### config.mk
export PLATFORM = sky130hd
export DESIGN_NAME = delay_scheduler_flat
export DESIGN_NICKNAME = d
export VERILOG_FILES = /design/src/rtl/delay_pkg.sv /design/src/rtl/delay_scheduler_if.sv /design/src/rtl/delay_scheduler.sv /design/src/flat_wrapper.sv
export SDC_FILE = /design/constraint.sdc
export NUM_CORES = 1
export LEC_CHECK = 0
export BUFFER_PORTS_ARGS = -buffer_cell sky130_fd_sc_hd__clkbuf_2
export CAP_MARGIN = 20
export CORE_MARGIN = 5
export CORE_UTILIZATION = 52
export DETAILED_ROUTE_END_ITERATION = 10
export HOLD_SLACK_MARGIN = 0.15
export PLACE_DENSITY = 0.81
export SLEW_MARGIN = 20
export SYNTH_ARGS = -nofsm -noshare
export SYNTH_HDL_FRONTEND = slang
export SYNTH_SLANG_ARGS = --single-unit
### constraint.sdc
create_clock -name clk -period 4.16 [get_ports clk]
set_input_delay 0.624 -clock clk [delete_from_list [all_inputs] [get_ports clk]]
set_output_delay 0.624 -clock clk [all_outputs]
set_load 0.01 [all_outputs]
### src/rtl/delay_pkg.sv
`default_nettype none
// ============================================================================
// Module      : delay_pkg
// Description : Shared types and helpers for the multi-channel delay
//               scheduler: FSM state encoding and a constant clog2.
// Revision    : 1.0 - initial release
// ============================================================================
package delay_pkg;

  // Scheduler states; CLEAR is the reset state and zero-fills the RAM
  typedef enum logic [2:0] {
    ST_CLEAR = 3'd0,
    ST_IDLE  = 3'd1,
    ST_READ  = 3'd2,
    ST_WAIT  = 3'd3,
    ST_WRITE = 3'd4,
    ST_DONE  = 3'd5
  } state_e;

  // Ceiling log2, usable in constant expressions; clog2(1) = 0
  function automatic int clog2(input int value);
    int r;
    r = 0;
    for (int v = value - 1; v > 0; v = v >> 1) begin
      r++;
    end
    return r;
  endfunction

endpackage
`default_nettype wire

### src/rtl/delay_scheduler_if.sv
`default_nettype none
// ============================================================================
// Module      : delay_scheduler_if
// Description : Bundles the sample-path handshake and the shared RAM port of
//               the delay scheduler. The scheduler is the slave side; the
//               surrounding system (voice path, mixer, RAM) is the master.
// Revision    : 1.0 - initial release
// ============================================================================
interface delay_scheduler_if
  import delay_pkg::*;
#(
  parameter int WIDTH    = 12,
  parameter int CHANNELS = 4,
  parameter int LEN      = 1024
);

  localparam int AW = clog2(LEN);
  localparam int MW = clog2(CHANNELS * LEN);

  // sample path
  logic                      sample_tick;
  logic [CHANNELS*AW-1:0]    ch_delay;
  logic [CHANNELS*WIDTH-1:0] ch_in;
  logic [CHANNELS*WIDTH-1:0] ch_out;
  logic                      out_valid;
  logic                      busy;
  logic                      overrun;

  // shared sample RAM port
  logic                      mem_we;
  logic [MW-1:0]             mem_waddr;
  logic [WIDTH-1:0]          mem_wdata;
  logic [MW-1:0]             mem_raddr;
  logic [WIDTH-1:0]          mem_rdata;

  modport master (
    output sample_tick, ch_delay, ch_in, mem_rdata,
    input  ch_out, out_valid, busy, overrun,
    input  mem_we, mem_waddr, mem_wdata, mem_raddr
  );

  modport slave (
    input  sample_tick, ch_delay, ch_in, mem_rdata,
    output ch_out, out_valid, busy, overrun,
    output mem_we, mem_waddr, mem_wdata, mem_raddr
  );

endinterface
`default_nettype wire

### src/rtl/delay_scheduler.sv
`default_nettype none
// ============================================================================
// Module      : delay_scheduler
// Description : Time-multiplexes one shared dual-port RAM as CHANNELS
//               circular delay lines with run-time programmable delays.
//               Each sample_tick runs one round: per channel READ the
//               delayed sample, WAIT for the RAM, WRITE the new sample.
// Revision    : 1.0 - initial release
// ============================================================================
module delay_scheduler
  import delay_pkg::*;
#(
  parameter int WIDTH    = 12,
  parameter int CHANNELS = 4,
  parameter int LEN      = 1024
) (
  input wire logic          clk,
  input wire logic          rstn,
  delay_scheduler_if.slave  bus
);

  localparam int AW  = clog2(LEN);
  localparam int CW  = clog2(CHANNELS);
  localparam int CWS = (CW > 0) ? CW : 1;
  localparam int MW  = AW + CW;

  state_e                    state_q, state_d;
  logic [CWS-1:0]            ch_q, ch_d;
  logic [AW-1:0]             wr_ptr_q, wr_ptr_d;
  logic [MW-1:0]             clr_addr_q, clr_addr_d;
  logic                      clr_go_q, clr_go_d;
  logic [CHANNELS*WIDTH-1:0] snap_q, snap_d;
  logic [CHANNELS*WIDTH-1:0] ch_out_q, ch_out_d;
  logic                      overrun_q, overrun_d;

  logic [AW-1:0]             cur_delay;
  logic [AW-1:0]             rd_ptr;
  logic [MW-1:0]             rd_addr;
  logic [MW-1:0]             wr_addr;
  logic                      last_ch;
  logic                      mem_we_c;
  logic [MW-1:0]             mem_waddr_c;
  logic [WIDTH-1:0]          mem_wdata_c;
  logic                      out_valid_c;

  // Delay for the channel being serviced; subtraction wraps modulo LEN
  assign cur_delay = bus.ch_delay[ch_q*AW +: AW];
  assign rd_ptr    = wr_ptr_q - cur_delay;
  assign last_ch   = (ch_q == CWS'(CHANNELS - 1));

  // RAM address is {channel, pointer}; a single channel needs no channel field
  if (CW == 0) begin : g_single_ch
    assign rd_addr = rd_ptr;
    assign wr_addr = wr_ptr_q;
  end else begin : g_multi_ch
    assign rd_addr = {ch_q[CW-1:0], rd_ptr};
    assign wr_addr = {ch_q[CW-1:0], wr_ptr_q};
  end

  // State and datapath registers; reset abandons any round and restarts CLEAR
  always_ff @(posedge clk) begin
    if (!rstn) begin
      state_q    <= ST_CLEAR;
      ch_q       <= '0;
      wr_ptr_q   <= '0;
      clr_addr_q <= '0;
      clr_go_q   <= 1'b0;
      snap_q     <= '0;
      ch_out_q   <= '0;
      overrun_q  <= 1'b0;
    end else begin
      state_q    <= state_d;
      ch_q       <= ch_d;
      wr_ptr_q   <= wr_ptr_d;
      clr_addr_q <= clr_addr_d;
      clr_go_q   <= clr_go_d;
      snap_q     <= snap_d;
      ch_out_q   <= ch_out_d;
      overrun_q  <= overrun_d;
    end
  end

  // Next-state and output decode for the scheduler FSM
  always_comb begin
    state_d     = state_q;
    ch_d        = ch_q;
    wr_ptr_d    = wr_ptr_q;
    clr_addr_d  = clr_addr_q;
    clr_go_d    = 1'b1;
    snap_d      = snap_q;
    ch_out_d    = ch_out_q;
    overrun_d   = overrun_q;
    mem_we_c    = 1'b0;
    mem_waddr_c = wr_addr;
    mem_wdata_c = '0;
    out_valid_c = 1'b0;

    case (state_q)
      ST_CLEAR: begin
        // clr_go_q keeps the write port quiet while reset is still applied
        if (clr_go_q) begin
          mem_we_c    = 1'b1;
          mem_waddr_c = clr_addr_q;
          if (&clr_addr_q) begin
            clr_addr_d = '0;
            state_d    = ST_IDLE;
          end else begin
            clr_addr_d = clr_addr_q + MW'(1);
          end
        end
      end
      ST_IDLE: begin
        if (bus.sample_tick) begin
          snap_d  = bus.ch_in;
          ch_d    = '0;
          state_d = ST_READ;
        end
      end
      ST_READ: begin
        state_d = ST_WAIT;
      end
      ST_WAIT: begin
        ch_out_d[ch_q*WIDTH +: WIDTH] = bus.mem_rdata;
        state_d = ST_WRITE;
      end
      ST_WRITE: begin
        mem_we_c    = 1'b1;
        mem_waddr_c = wr_addr;
        mem_wdata_c = snap_q[ch_q*WIDTH +: WIDTH];
        if (last_ch) begin
          state_d = ST_DONE;
        end else begin
          ch_d    = ch_q + CWS'(1);
          state_d = ST_READ;
        end
      end
      ST_DONE: begin
        wr_ptr_d    = wr_ptr_q + AW'(1);
        out_valid_c = 1'b1;
        state_d     = ST_IDLE;
      end
      default: begin
        state_d = ST_CLEAR;
      end
    endcase

    // A tick during a round (DONE included) is dropped and flagged; ticks
    // during the CLEAR sweep are dropped silently
    if (bus.sample_tick && (state_q != ST_IDLE) && (state_q != ST_CLEAR)) begin
      overrun_d = 1'b1;
    end
  end

  assign bus.mem_we    = mem_we_c;
  assign bus.mem_waddr = mem_waddr_c;
  assign bus.mem_wdata = mem_wdata_c;
  assign bus.mem_raddr = rd_addr;
  assign bus.ch_out    = ch_out_q;
  assign bus.out_valid = out_valid_c;
  assign bus.busy      = (state_q != ST_IDLE);
  assign bus.overrun   = overrun_q;

endmodule
`default_nettype wire

### src/flat_wrapper.sv
// flat-port wrapper written by rule: the top's interface ports become plain ports
module delay_scheduler_flat import delay_pkg::*;
#(
  parameter int WIDTH    = 12,
  parameter int CHANNELS = 4,
  parameter int LEN      = 1024
)
  (clk, rstn, bus_sample_tick, bus_ch_delay, bus_ch_in, bus_mem_rdata, bus_ch_out, bus_out_valid, bus_busy, bus_overrun, bus_mem_we, bus_mem_waddr, bus_mem_wdata, bus_mem_raddr);
  delay_scheduler_if #(.WIDTH(WIDTH), .CHANNELS(CHANNELS), .LEN(LEN)) bus_i ();
  input wire logic clk;
  input wire logic rstn;
  input wire logic [$bits(bus_i.sample_tick)-1:0] bus_sample_tick;
  input wire logic [$bits(bus_i.ch_delay)-1:0] bus_ch_delay;
  input wire logic [$bits(bus_i.ch_in)-1:0] bus_ch_in;
  input wire logic [$bits(bus_i.mem_rdata)-1:0] bus_mem_rdata;
  output wire logic [$bits(bus_i.ch_out)-1:0] bus_ch_out;
  output wire logic [$bits(bus_i.out_valid)-1:0] bus_out_valid;
  output wire logic [$bits(bus_i.busy)-1:0] bus_busy;
  output wire logic [$bits(bus_i.overrun)-1:0] bus_overrun;
  output wire logic [$bits(bus_i.mem_we)-1:0] bus_mem_we;
  output wire logic [$bits(bus_i.mem_waddr)-1:0] bus_mem_waddr;
  output wire logic [$bits(bus_i.mem_wdata)-1:0] bus_mem_wdata;
  output wire logic [$bits(bus_i.mem_raddr)-1:0] bus_mem_raddr;
  assign bus_i.sample_tick = bus_sample_tick;
  assign bus_i.ch_delay = bus_ch_delay;
  assign bus_i.ch_in = bus_ch_in;
  assign bus_i.mem_rdata = bus_mem_rdata;
  assign bus_ch_out = bus_i.ch_out;
  assign bus_out_valid = bus_i.out_valid;
  assign bus_busy = bus_i.busy;
  assign bus_overrun = bus_i.overrun;
  assign bus_mem_we = bus_i.mem_we;
  assign bus_mem_waddr = bus_i.mem_waddr;
  assign bus_mem_wdata = bus_i.mem_wdata;
  assign bus_mem_raddr = bus_i.mem_raddr;
  delay_scheduler #(.WIDTH(WIDTH), .CHANNELS(CHANNELS), .LEN(LEN)) u_core (.clk(clk), .rstn(rstn), .bus(bus_i));
endmodule
# --- Word level (Yosys, flattened, before mapping) ---
# Index checks and enable logic that the tools add are counted.
totals:
  word_cells: 57
  out_inout_bits: 88
  regBits: 125
op_classes:
  n_reduce_logical: 10
  mux: 17
  eq_ne: 11
  shifts: 4
  add_sub_neg: 5
  multipliers: 2
ops:
  columns: ["cell", "count"]
  rows:
  - ["bitwise mux 48 bit", 1]
  - ["two-way mux 12 bit", 4]
  - ["variable shift 12 x 34 -> 48 bit (first input constant)", 1]
  - ["indexed part select 12 x 34 -> 48 bit", 1]
  - ["indexed part select 48 x 7 -> 12 bit", 1]
  - ["indexed part select 40 x 7 -> 10 bit", 1]
  - ["negation 6 -> 34 bit", 1]
  - ["case mux 3 bit (6 select lines)", 1]
  - ["adder 12 x 1 -> 12 bit (second input constant)", 1]
  - ["two-way mux 3 bit", 4]
  - ["AND reduction 12 bit", 1]
  - ["adder 10 x 1 -> 10 bit (second input constant)", 1]
  - ["subtractor 10 bit", 1]
  - ["== test 3 x 2 -> 1 bit (second input constant)", 2]
  - ["== test 3 bit (second input constant)", 2]
  - ["AND reduction 3 bit", 2]
  - ["multiplier 2 x 3 -> 5 bit (second input constant)", 1]
  - ["multiplier 2 x 2 -> 4 bit (second input constant)", 1]
  - ["two-way mux 2 bit", 2]
  - ["!= test 2 x 1 -> 1 bit (second input constant)", 2]
  - ["!= test 2 bit (second input constant)", 2]
  - ["case mux 2 bit (2 select lines)", 1]
  - ["AND reduction 2 bit", 2]
  - ["== test 3 x 1 -> 1 bit (second input constant)", 1]
  - ["other kinds (9)", 12]

# --- Logic depth before layout (Yosys ltp) ---
depth:
  word_depth: 4
  depth_mapped: 12

# --- Least setup slack after synthesis ---
# Ideal clock, no wire load.
synth_path:
  path_kind: "register -> output"
  from: "reg u_core.ch_q[1]"
  to: "out bus_mem_raddr[8]"
  path_buffers: 3
  setup_slack_ns: 0.341
  required_time_ns: 3.536
  t_arrival_ns: 3.195
  path_stages_with_launch: 13
  cell_sequence: "dfxtp_1 > buf_2 > buf_1 > clkbuf_1 > mux4_2 > ha_1 > inv_1 > fa_1 > a21o_1 > a211oi_1 > o21ai_0 > a21oi_1 > xnor2_1"
synth_via:
  elab_chain_cells: 3
synth_lines:
  columns: ["item", "line_no", "text"]
  rows:
  - ["start: declaration", "delay_scheduler.sv:28", "logic [CWS-1:0] ch_q, ch_d;"]
  - ["start signal: assignment", "delay_scheduler.sv:73", "ch_q <= ch_d;"]
  - ["multiplier 2 x 3 -> 5 bit", "delay_scheduler.sv:47", "assign cur_delay = bus.ch_delay[ch_q*AW +: AW];"]
  - ["indexed part select 40 x 7 -> 10 bit", "delay_scheduler.sv:47", null]
  - ["subtractor 10 bit", "delay_scheduler.sv:48", "assign rd_ptr = wr_ptr_q - cur_delay;"]
  - ["end: declaration", "flat_wrapper.sv:23", "output wire logic [$bits(bus_i.mem_raddr)-1:0] bus_mem_raddr;"]
# Every way passes these cells.

# --- Worst setup path in the final report ---
layout_path:
  from: "reg u_core.ch_q[0]"
  to: "out bus_mem_raddr[9]"
# Same word-level chain as after synthesis.

==> report_table.html <==
<table>
<tr><th>Metric</th><th>Value</th></tr>
<tr><th colspan="2">Clock network</th></tr>
<tr><td>Number of buffers inserted for hold repair after clock tree synthesis</td><td>0</td></tr>
<tr><td>Clock Latency Late Sink</td><td>between 0.4 and 0.5 ns</td></tr>
<tr><td>CTS tree</td><td>done</td></tr>
<tr><td>Buffer depth of the longest clock path</td><td>2</td></tr>
<tr><td>Root buffer selected by CTS</td><td>clkbuf_16</td></tr>
<tr><td>Setup fix buffers added after clock tree synthesis</td><td>0</td></tr>
<tr><td>Number of levels in the clock H-tree</td><td>4</td></tr>
<tr><td>Clock-pin slew of the registers on the worst-case setup and hold paths</td><td>0.05 ns</td></tr>
<tr><td>TritonCTS Buffers</td><td>17</td></tr>
<tr><td>Number of cells upsized or downsized after cts</td><td>0</td></tr>
<tr><td>Sink Count</td><td>~130</td></tr>
<tr><th colspan="2">Worst setup path</th></tr>
<tr><td>Required time at the endpoint of the critical path</td><td>approximately 3.5 ns</td></tr>
<tr><td>Startpoint Class</td><td>flop</td></tr>
<tr><td>Crit Path Max Fanout</td><td>15</td></tr>
<tr><td>Worst R2R Start</td><td>u_core.ch_q[0]</td></tr>
<tr><td>Buffers &amp; Inverters on Critical Path</td><td>3</td></tr>
<tr><td>Critical setup path kind</td><td>flop to output port</td></tr>
<tr><td>Slowest cell on the critical path</td><td>mux4_2</td></tr>
<tr><td>Cell breakdown of the critical path</td><td>buf_4 -&gt; mux4_2 -&gt; inv_1 -&gt; ha_1 -&gt; nor2_1 -&gt; nor2b_1 -&gt; a211o_1 -&gt; o22a_1 -&gt; xnor2_1 -&gt; clkbuf_2</td></tr>
<tr><td>Source of the critical timing path</td><td>u_core.ch_q[0]</td></tr>
<tr><td>Element type at the critical path end</td><td>output port</td></tr>
<tr><td>Max stage delay on crit path</td><td>0.54 ns</td></tr>
<tr><td>Data arrival at the endpoint of the critical path</td><td>roughly 3.0 ns</td></tr>
<tr><td>Cell class contributing the biggest share of worst-path delay</td><td>buffers and inverters</td></tr>
<tr><th colspan="2">Logic synthesis</th></tr>
<tr><td>Fraction of synthesized cell area in xor and xnor cells</td><td>0.0382</td></tr>
<tr><td>Syn nets</td><td>872</td></tr>
<tr><td>Multiplexer share of the synthesized area</td><td>0.0985</td></tr>
<tr><td>Average size of a mapped cell</td><td>about 8.2 um^2</td></tr>
<tr><td>Dominant combinational cell family by area after synthesis</td><td>simple AND/OR/NAND/NOR gates</td></tr>
<tr><td>Post-Synth Simple-Gate Area</td><td>0.235</td></tr>
<tr><td>Most used flip-flop cell after synthesis</td><td>dfxtp_1</td></tr>
<tr><td>Sequential element share of the synthesized area</td><td>0.405</td></tr>
<tr><td>Synth warn</td><td>0</td></tr>
<tr><td>Post-synth EDFFs</td><td>0</td></tr>
<tr><td>Cell area after technology mapping</td><td>6180 um^2</td></tr>
<tr><td>Number of cells produced by synthesis</td><td>about 750</td></tr>
<tr><td>Fraction of the mapped netlist area in compound gates</td><td>0.143</td></tr>
<tr><td>Distinct cell type count after synthesis</td><td>about 50</td></tr>
<tr><td>Adder and majority gate portion of the synthesized area</td><td>0.0376</td></tr>
<tr><td>Count of state elements after synthesis</td><td>roughly 130</td></tr>
<tr><td>Share of synthesized registers carrying an async set or reset</td><td>0</td></tr>
<tr><th colspan="2">Placement</th></tr>
<tr><td>Number of buffers inserted by port buffering</td><td>190</td></tr>
<tr><td>Placer congestion estimate</td><td>around 0.89</td></tr>
<tr><td>Placed cell areas</td><td>between 7000 and 8000 um^2</td></tr>
<tr><td>Detailed placement HPWL</td><td>12.7 mm</td></tr>
<tr><th colspan="2">Power</th></tr>
<tr><td>Internal cell power</td><td>2.11 mW</td></tr>
<tr><td>Power spent charging and discharging nets</td><td>just under 0.6 mW</td></tr>
<tr><td>Highest ir drop seen on vdd</td><td>roughly 0.36 mV</td></tr>
<tr><td>Leakage</td><td>approximately 3.3 nW</td></tr>
<tr><td>Part of the power in the clock network</td><td>0.501</td></tr>
<tr><td>Switching portion of total power</td><td>0.216</td></tr>
<tr><td>Proportion of power drawn by flip-flops and latches</td><td>0.446</td></tr>
<tr><td>Combinational group share of total power</td><td>0.053</td></tr>
<tr><td>Power Dens Cells</td><td>about 350 nW/um^2</td></tr>
<tr><th colspan="2">Finish</th></tr>
<tr><td>Most frequent cells in the layout</td><td>clkbuf_2 (190), nand2_1 (171), dfxtp_1 (123)</td></tr>
<tr><td>Area delta synth-&gt;final</td><td>24.6%</td></tr>
<tr><td>Share of layout cells above drive strength 1</td><td>0.276</td></tr>
<tr><td>Most frequent standard cell in the layout excluding fill and tap cells</td><td>clkbuf_2</td></tr>
<tr><td>Count of nets after finishing</td><td>just over 1000</td></tr>
<tr><td>Antenna cell count</td><td>0</td></tr>
<tr><td>Final std cell area, no fill</td><td>~7700 um^2</td></tr>
<tr><th colspan="2">Timing</th></tr>
<tr><td>Number of hold-slack violations in the final timing report</td><td>0</td></tr>
<tr><td>Remaining max-slew budget at the tightest pin</td><td>0.339</td></tr>
<tr><td>Clock skew after layout</td><td>0.00612 ns</td></tr>
<tr><td>Fraction of the cycle the final worst path needs</td><td>0.876</td></tr>
<tr><td>Transition time at the pin with the least slew margin</td><td>approximately 1 ns</td></tr>
<tr><td>Slew Viols, Final</td><td>0</td></tr>
<tr><td>Clock period minus final worst setup slack</td><td>about 3.6 ns</td></tr>
<tr><td>Maximum clock frequency</td><td>around 0.27 GHz</td></tr>
<tr><td>RSZ-0062 raised after global routing</td><td>no</td></tr>
<tr><td>Worst hold slack across all endpoints</td><td>about 0.43 ns</td></tr>
<tr><td>Sum of negative setup slack</td><td>0 ns</td></tr>
<tr><td># setup viols final</td><td>0</td></tr>
<tr><th colspan="2">Detailed routing</th></tr>
<tr><td>First-pass DRT Iterations</td><td>5</td></tr>
<tr><td>DR vias</td><td>slightly above 6000</td></tr>
<tr><td>Remaining antenna violation count</td><td>0</td></tr>
<tr><td>Initial drt markers</td><td>~570</td></tr>
<tr><td>Mean number of vias per cell</td><td>5.65</td></tr>
<tr><td>Post-route DRC</td><td>0</td></tr>
<tr><td>Routed len/inst</td><td>16.3 um</td></tr>
<tr><td>Total Wirelength</td><td>about 18 mm</td></tr>
<tr><th colspan="2">Run</th></tr>
<tr><td>Max Cap Violations</td><td>0</td></tr>
<tr><th colspan="2">Global route</th></tr>
<tr><td>Pin count of the biggest net entering global routing</td><td>around 60</td></tr>
<tr><td>Global-route wire length before repair</td><td>around 28 mm</td></tr>
<tr><td>Vias in the first global route</td><td>about 5600</td></tr>
<tr><td>Antenna violations before repair</td><td>0</td></tr>
<tr><td>Global route total overflow</td><td>0</td></tr>
<tr><td>Overall global routing resource usage</td><td>0.241</td></tr>
<tr><th colspan="2">Floorplanning</th></tr>
<tr><td>I/O pin count</td><td>around 190</td></tr>
<tr><td>Die width</td><td>119 um</td></tr>
<tr><td>DIE AREA</td><td>14200 um^2</td></tr>
<tr><td>Placement row count</td><td>39</td></tr>
<tr><td>Starting density of the core</td><td>0.537</td></tr>
<tr><td>Core region area</td><td>between 10000 and 15000 um^2</td></tr>
<tr><td>Overall die height</td><td>between 100 and 150 um</td></tr>
<tr><th colspan="2">Outcome</th></tr>
<tr><td>Result of the run</td><td>completed</td></tr>
<tr><th colspan="2">Worst hold path</th></tr>
<tr><td>Path category of the worst min-delay check</td><td>input pin to flop</td></tr>
<tr><td>Beginning of the worst hold path</td><td>bus_ch_in[28]</td></tr>
</table>
[Yosys cell counts (2+ instances only)]
cell      instances  share of area
ha_1             17          0.034
or3_1             3         0.0030
and2_1            5         0.0051
nor3_1           14          0.011
nand4_1           5         0.0051
nor2_1           76          0.046
nand3_1          24          0.019
dfxtp_1         125           0.40
o21ai_0           9         0.0073
nor2b_1           2         0.0020
nand2b_1          3         0.0030
mux4_2           22          0.080
or2_2             2         0.0020
buf_1             4         0.0024
o21a_1            4         0.0049
o22a_1            2         0.0028
mux2i_1           8          0.013
clkbuf_1         35          0.021
o41ai_1           2         0.0028
a311oi_1          3         0.0043
mux2_2            3         0.0055
a32o_1            3         0.0049
xnor2_1          15          0.021
nand2_1         171           0.10
and3_1           16          0.016
inv_1            18          0.011
xor2_1           12          0.017
a21oi_1          85          0.069
and3b_1           2         0.0028
nor4_1            2         0.0020
a22oi_1          30          0.036
buf_2            10         0.0081
[sequential cells by signal, summed over array words and instances (netlist names)]
name / count
u_core.clr_addr_q: 12
u_core.ch_q: 2
u_core.state_q: 3
u_core.wr_ptr_q: 10
u_core.snap_q: 48
u_core.bus.ch_out: 48
u_core.bus.overrun: 1
u_core.clr_go_q: 1
[per-layer routing]
metal / routed length (um) / up-vias / part of all wire / global-route usage
met4: 476 / 0 / 0.027 / 0.101
met3: 1380 / 41 / 0.079 / 0.0512
met1: 7290 / 2821 / 0.42 / 0.319
met2: 8350 / 266 / 0.48 / 0.384
li1: - / 2932 / - / -
met5: 0 / - / 0 / 0
[power by group through the flow]
stage / registers [mW] / logic (mW) / clock network, mW
4_1_cts: 1.20 / 0.142 / 1.36
5_1_grt: 1.20 / 0.155 / 1.43
3_5_place_dp: 1.23 / 0.141 / 0
6_report: 1.20 / 0.142 / 1.35
2_1_floorplan: 1.23 / 0.0630 / 0
3_3_place_gp: 1.23 / 0.139 / 0
[worst register-to-register path: cells and delay by family, from the launching register on]
family | cells | cell delay, ns
buf+inv | 3 | 0.94
flops | 1 | 0.44
fa+ha+maj | 1 | 0.65
simple gates | 2 | 0.29
compound gates | 2 | 0.84
[final timing paths]
kind                            cells after the start  slack, ns               endpoint
worst max-delay path                               10       0.52       bus_mem_raddr[9]
worst min-delay path                                3       0.43      u_core.snap_q[28]
worst max register to register                      8       0.91  u_core.bus.ch_out[47]
worst min register to register                      2       0.45     u_core.bus.overrun
[cell families (layout without fill, tap and decap cells)]
family	count (synthesis)	count (layout)
adder cells (fa/ha/maj)	18	18
buffers and inverters	68	246
AO/OA/AOI/OAI	147	147
multiplexers	33	33
flip-flops	125	125
AND/OR/NAND/NOR	333	333
XOR/XNOR	27	27
[stage by stage]
stage | power [mW] | setup WS, ns | cells | util
floorplan | 1.29 | 0.341 | 751 | -
global placement | 1.37 | 0.925 | 1040 | 0.622
detailed placement | 1.37 | 0.912 | 1040 | 0.622
CTS | 2.71 | 0.493 | 1072 | 0.669
global route | 2.79 | 0.354 | 1072 | 0.669
finish | 2.70 | 0.517 | 1072 | 0.669
[layout make-up]
class	count	area (um^2)
fill	977	3810
tap	143	179
inverter	19	72.6
clock buffer	25	475
sequential	125	2500
timing repair buffer	195	988
multi-input combinational	558	3420
clock inverter	7	63.8
Note: power is estimated with default switching activity, not from simulation.
